--- src/rtl/cfntt_pkg.sv ---
// Shared constants and FSM state type for the conflict-free NTT address generator.
package cfntt_pkg;

    localparam int N           = 1024;
    localparam int LOGN        = 10;
    localparam int LANES       = 4;
    localparam int BANK_W      = 2;
    localparam int BANK_ADDR_W = 8;

    typedef enum logic [1:0] {
        IDLE,
        RUN,
        GAP,
        DONE
    } state_t;

endpackage

--- src/rtl/cfntt_digit_insert.sv ---
// Inserts a zero base-4 digit at position d into the beat counter, yielding the
// butterfly-pair base address for the current stage.
module cfntt_digit_insert
    import cfntt_pkg::*;
#(
    parameter int ADDR_W = LOGN
) (
    input  logic [BANK_ADDR_W-1:0] c,
    input  logic [2:0]             d,
    output logic [ADDR_W-1:0]      base
);

    logic [ADDR_W-1:0] c_ext;
    logic [ADDR_W-1:0] lo_mask;
    logic [3:0]        shamt;

    always_comb begin
        c_ext   = ADDR_W'(c);
        shamt   = 4'(d) * 4'(BANK_W);
        lo_mask = (ADDR_W'(1) << shamt) - ADDR_W'(1);
        // Bits at and above the digit move up one digit; bits below stay put.
        base    = ((c_ext >> shamt) << (shamt + 4'(BANK_W))) | (c_ext & lo_mask);
    end

endmodule

--- src/rtl/cfntt_addr_gen.sv ---
// Address generator for a 1024-point in-place radix-2 NTT/INTT: two butterflies per beat.
// Optional twiddle exponent outputs are built when CFNTT_TWIDDLE_ADDR_EN is defined.
module cfntt_addr_gen
    import cfntt_pkg::*;
#(
    parameter int ADDR_W     = $clog2(N),
    parameter int STAGES     = LOGN,
    parameter int GAP_CYCLES = 6
) (
    input  logic              clk,
    input  logic              rst,
    input  logic              start,
    input  logic              inverse,
    input  logic              stall,
    output logic              busy,
    output logic              done,
    output logic              addr_valid,
    output logic [3:0]        stage,
    output logic [ADDR_W-1:0] old_address_0,
    output logic [ADDR_W-1:0] old_address_1,
    output logic [ADDR_W-1:0] old_address_2,
`ifdef CFNTT_TWIDDLE_ADDR_EN
    output logic [ADDR_W-1:0] old_address_3,
    output logic [8:0]        tw_index_0,
    output logic [8:0]        tw_index_1
`else
    output logic [ADDR_W-1:0] old_address_3
`endif
);

    localparam int GAP_W = (GAP_CYCLES > 1) ? $clog2(GAP_CYCLES) : 1;
    localparam logic [3:0] TOP_STAGE = 4'(STAGES - 1);
    localparam logic [BANK_ADDR_W-1:0] LAST_BEAT = '1;

    state_t                 state_reg, state_next;
    logic [BANK_ADDR_W-1:0] beat_reg, beat_next;
    logic [3:0]             stage_reg, stage_next;
    logic [GAP_W-1:0]       gap_reg, gap_next;
    logic                   inverse_reg, inverse_next;
    logic                   load;
    logic                   done_next;
    logic                   is_last;

    logic [ADDR_W-1:0] base;
    logic [ADDR_W-1:0] h_bit;
    logic [ADDR_W-1:0] g_bit;
    logic [ADDR_W-1:0] lane_addr [LANES];

    cfntt_digit_insert #(.ADDR_W(ADDR_W)) u_digit_insert (
        .c    (beat_reg),
        .d    (stage_reg[3:1]),
        .base (base)
    );

    assign h_bit = ADDR_W'(1) << stage_reg;
    assign g_bit = ADDR_W'(1) << (stage_reg ^ 4'd1);

    // Lane bit 0 selects the stage bit, lane bit 1 the partner bit of the same digit.
    generate
        for (genvar gi = 0; gi < LANES; gi++) begin : g_lane
            assign lane_addr[gi] = base
                                 | (((gi % 2) == 1) ? h_bit : '0)
                                 | (((gi / 2) == 1) ? g_bit : '0);
        end
    endgenerate

    assign busy    = (state_reg != IDLE);
    assign is_last = inverse_reg ? (stage_reg == TOP_STAGE) : (stage_reg == 4'd0);

    always_comb begin
        state_next   = state_reg;
        beat_next    = beat_reg;
        stage_next   = stage_reg;
        gap_next     = gap_reg;
        inverse_next = inverse_reg;
        load         = 1'b0;
        done_next    = 1'b0;
        unique case (state_reg)
            IDLE: begin
                if (start) begin
                    inverse_next = inverse;
                    stage_next   = inverse ? 4'd0 : TOP_STAGE;
                    beat_next    = '0;
                    state_next   = RUN;
                end
            end
            RUN: begin
                if (!stall) begin
                    load      = 1'b1;
                    beat_next = beat_reg + BANK_ADDR_W'(1);
                    if (beat_reg == LAST_BEAT) begin
                        if (is_last) begin
                            state_next = DONE;
                        end else begin
                            stage_next = inverse_reg ? stage_reg + 4'd1 : stage_reg - 4'd1;
                            gap_next   = '0;
                            state_next = (GAP_CYCLES == 0) ? RUN : GAP;
                        end
                    end
                end
            end
            GAP: begin
                if (gap_reg == GAP_W'(GAP_CYCLES - 1)) begin
                    beat_next  = '0;
                    state_next = RUN;
                end else begin
                    gap_next = gap_reg + GAP_W'(1);
                end
            end
            DONE: begin
                done_next  = 1'b1;
                state_next = IDLE;
            end
            default: state_next = IDLE;
        endcase
    end

    always_ff @(posedge clk) begin
        if (rst) begin
            state_reg     <= IDLE;
            beat_reg      <= '0;
            stage_reg     <= '0;
            gap_reg       <= '0;
            inverse_reg   <= 1'b0;
            addr_valid    <= 1'b0;
            done          <= 1'b0;
            stage         <= '0;
            old_address_0 <= '0;
            old_address_1 <= '0;
            old_address_2 <= '0;
            old_address_3 <= '0;
        end else begin
            state_reg   <= state_next;
            beat_reg    <= beat_next;
            stage_reg   <= stage_next;
            gap_reg     <= gap_next;
            inverse_reg <= inverse_next;
            addr_valid  <= load;
            done        <= done_next;
            if (load) begin
                stage         <= stage_reg;
                old_address_0 <= lane_addr[0];
                old_address_1 <= lane_addr[1];
                old_address_2 <= lane_addr[2];
                old_address_3 <= lane_addr[3];
            end
        end
    end

`ifdef CFNTT_TWIDDLE_ADDR_EN
    logic [ADDR_W-1:0] tw_mask;
    logic [3:0]        tw_shift;

    // Exponent is the low s bits of the low input, left-aligned to 9 bits.
    assign tw_mask  = h_bit - ADDR_W'(1);
    assign tw_shift = TOP_STAGE - stage_reg;

    always_ff @(posedge clk) begin
        if (rst) begin
            tw_index_0 <= '0;
            tw_index_1 <= '0;
        end else if (load) begin
            tw_index_0 <= 9'(lane_addr[0] & tw_mask) << tw_shift;
            tw_index_1 <= 9'(lane_addr[2] & tw_mask) << tw_shift;
        end
    end
`endif

endmodule

--- config.mk ---
export PLATFORM = sky130hd
export DESIGN_NAME = cfntt_addr_gen
export DESIGN_NICKNAME = d
export VERILOG_FILES = /design/src/rtl/cfntt_pkg.sv /design/src/rtl/cfntt_digit_insert.sv /design/src/rtl/cfntt_addr_gen.sv
export SDC_FILE = /design/constraint.sdc
export NUM_CORES = 1
export LEC_CHECK = 0
export CORE_MARGIN = 3
export CORE_UTILIZATION = 50
export CTS_CLUSTER_DIAMETER = 30
export DETAILED_ROUTE_END_ITERATION = 12
export GPL_ROUTABILITY_DRIVEN = 0
export GPL_TIMING_DRIVEN = 0
export HOLD_SLACK_MARGIN = 0.02
export PLACE_DENSITY = 0.8
export SLEW_MARGIN = 10
export SYNTH_ARGS = -nofsm -noshare
export SYNTH_HDL_FRONTEND = slang
export SYNTH_SLANG_ARGS = --single-unit
--- constraint.sdc ---
create_clock -name clk -period 3.93 [get_ports clk]
set_input_delay 0.786 -clock clk [delete_from_list [all_inputs] [get_ports clk]]
set_output_delay 0.786 -clock clk [all_outputs]
set_load 0.01 [all_outputs]
==> metrics.txt <==
result of the run=finished clean; cell row count=28; sinks on the clock net=64; non-filler cells in the finished layout=528; crit share post-route=74.93%; Final Core Density=66.57%; final layout net count=465; Critical Path Max Stage Delay=0.69 ns; floorplan die width=86.80 µm; proportion of synthesized chip area in sequential cells=39.25%; headroom to the max-slew limit=49.47%; flip-flop cell with the highest count after synthesis=dfxtp_1; Final Hold Vio Count=0; clock transition at the register clock pins on the worst setup and hold paths after CTS=0.07 ns; leading cell type in the layout, fill and taps excluded=nor2_1; VDD IR max=0.0002929 V; clock tree from TritonCTS=built; post-synthesis share of cell area spent on and, or, nand and nor gates=22.08%; fraction of final layout cells sized beyond drive strength 1=10.38%; WL final=8685 µm; post-DR vias/cell=5.818; PwrDens=401.8 mW/mm²; global-route wire length before repair=14480 µm; die area=0.007534 mm²; CTS Root Cell=clkbuf_8; nets in the synthesized netlist=403; RSZ-0062 raised after global routing=false; global router's overall resource usage=24.57%; reported max-cap violation count=0; cts-stage hold buffer count=0; average wire per cell in the routed design=16.45 µm; router iterations before antenna repair=7; Worst Path Arrival=3.15 ns; Core Area=0.006131 mm²; top library cells by usage in the layout, fill and taps aside=nor2_1 (68), dfxtp_1 (64), clkdlybuf4s50_1 (51), nand2_1 (37), a211oi_1 (26); placed insts=512; critical path peak fanout=10; cell-by-cell listing of the critical path=buf_2 -> inv_1 -> ha_1 -> clkbuf_1 -> nor2_1 -> a221oi_1 -> a211oi_1; sum of buffers and inverters on the critical path=3; vias in the first global route=2944; post-detailed-route count of antenna-violating nets=0; Final Critical Period=2.945 ns; maximum number of pins on one net before global-route repair=12; required time of the critical path=4.13 ns; master of the slowest instance on the critical path=a221oi_1; EDFF count, synth=0; Synth Warn #=0; area growth from synthesis to layout=25.03%; half-perimeter wire length after placement=6284 µm; setup total negative slack=0 ns; measured slew at the worst slew-check pin=0.7580 ns; Critical Path Start Type=flop; post-CTS sizing=0; Die Ht=86.80 µm; synthesis-stage register bit count=64; total gr overflow=0; max-slew violation total from the final report=0; number of clock buffers inserted by TritonCTS=9; count of vias placed by the detailed router=3072; io pins=52; number of unique standard cell types used by synthesis=55; reported leakage power=1.459 nW; number of buffer cells added on primary ports=51; Initial Util=53.24%; remaining routing DRC violations=0; proportion of synthesized area in mux cells=3.181%; Hold Slack=0.4628 ns; category of the critical setup timing path=flop to flop; main combinational cell family by area after synthesis=simple AND/OR/NAND/NOR gates; Critical Path Sink Type=flop; fraction of the mapped netlist area in compound gates=21.00%; number of diodes=0; maximum root-to-sink buffer count=2; share of synthesized flip-flops with an asynchronous set or reset=0%; worst clock skew on the final layout=0.005841 ns; Post-Synth Adder-Cell Area=4.829%; H-tree lvl count=3; latest clock arrival within the worst-skew pair=0.35 ns; post-synthesis cell area=0.003264 mm²; Largest delay share family, worst path=buffers and inverters; post-CTS setup buffers=0; Max Fclk=339.6 MHz; initial antenna violation count=0; Final setup viols=0; mean cell area of the mapped netlist=8.457 µm²; xor/xnor share of the synthesized area=3.756%; cells after synthesis=386; Worst Hold Class=flop to flop; initial drt markers=410
==> routing by layer <==
metal / part of all wire (%) / GRT usage, % / vias to the layer above
met2: 46 / 38.03 / 145
met5: 0 / 0 / -
met1: 44 / 32.72 / 1406
met3: 7.4 / 4.943 / 26
li1: - / - / 1495
met4: 3.0 / 11.61 / 0
==> layout make-up <==
class                   instances  area, µm²
inverters                       8      30.03
plain buffers                  27      162.7
clock inverters                 5      81.33
flip-flops and latches         64       1281
fillers                       508       2049
clock buffers                  11      131.4
multi-input cells             287       1790
well taps                      75      93.84
repair buffers                 51      510.5
==> cell families after synthesis <==
kind of cell,Yosys count
AO/OA/AOI/OAI,95
XOR/XNOR,14
adder cells (fa/ha/maj),12
buffers and inverters,35
flip-flops,64
multiplexers,10
AND/OR/NAND/NOR,156
==> cells in the mapped netlist (4+ instances only) <==
| master | instances | share of area [%] |
|---|---|---|
| xor2_1 | 6 | 1.6 |
| a21o_1 | 4 | 0.92 |
| nor2_1 | 68 | 7.8 |
| inv_1 | 8 | 0.92 |
| nor3_1 | 9 | 1.4 |
| o22ai_1 | 7 | 1.3 |
| a21oi_1 | 22 | 3.4 |
| a311oi_1 | 8 | 2.1 |
| nand2_1 | 37 | 4.3 |
| buf_2 | 12 | 1.8 |
| xnor2_1 | 8 | 2.1 |
| o21ai_0 | 9 | 1.4 |
| ha_1 | 11 | 4.2 |
| clkbuf_1 | 6 | 0.69 |
| a211oi_1 | 26 | 6.0 |
| buf_6 | 4 | 1.4 |
| nor2b_1 | 7 | 1.3 |
| nand2b_1 | 10 | 1.9 |
| mux2i_1 | 7 | 2.1 |
| nand3_1 | 8 | 1.2 |
| dfxtp_1 | 64 | 39 |
==> through the flow <==
stage	area [µm²]	setup slack, ns	power, mW
global route	4081	0.8041	1.702
finish	4081	0.9851	1.640
detailed placement	3869	1.089	1.027
floorplan	3264	1.687	0.9121
CTS	4081	1.066	1.644
global placement	3869	1.126	1.021
==> final timing paths <==
kind,start,end,slack [ns],cells past startpoint
setup reg to reg,stage_reg[1],old_address_1[2],0.99,7
setup / recovery,stage_reg[1],old_address_1[2],0.99,7
hold / removal,stage[3],stage[3],0.46,2
hold reg to reg,stage[3],stage[3],0.46,2
==> report_power, final <==
group / internal [mW] / leakage, nW / switching, mW
combinational: 0.133 / 0.834 / 0.179
clock: 0.357 / 0.104 / 0.264
sequential: 0.682 / 0.522 / 0.0249
==> worst register-to-register path, delay by kind of cell (launching register included) <==
kind | cells | cell delay, ns
buffers and inverters | 3 | 0.88
AO/OA/AOI/OAI | 2 | 0.86
flip-flops | 1 | 0.43
adder cells (fa/ha/maj) | 1 | 0.43
AND/OR/NAND/NOR | 1 | 0.20
(Power assumes the default switching activity.)
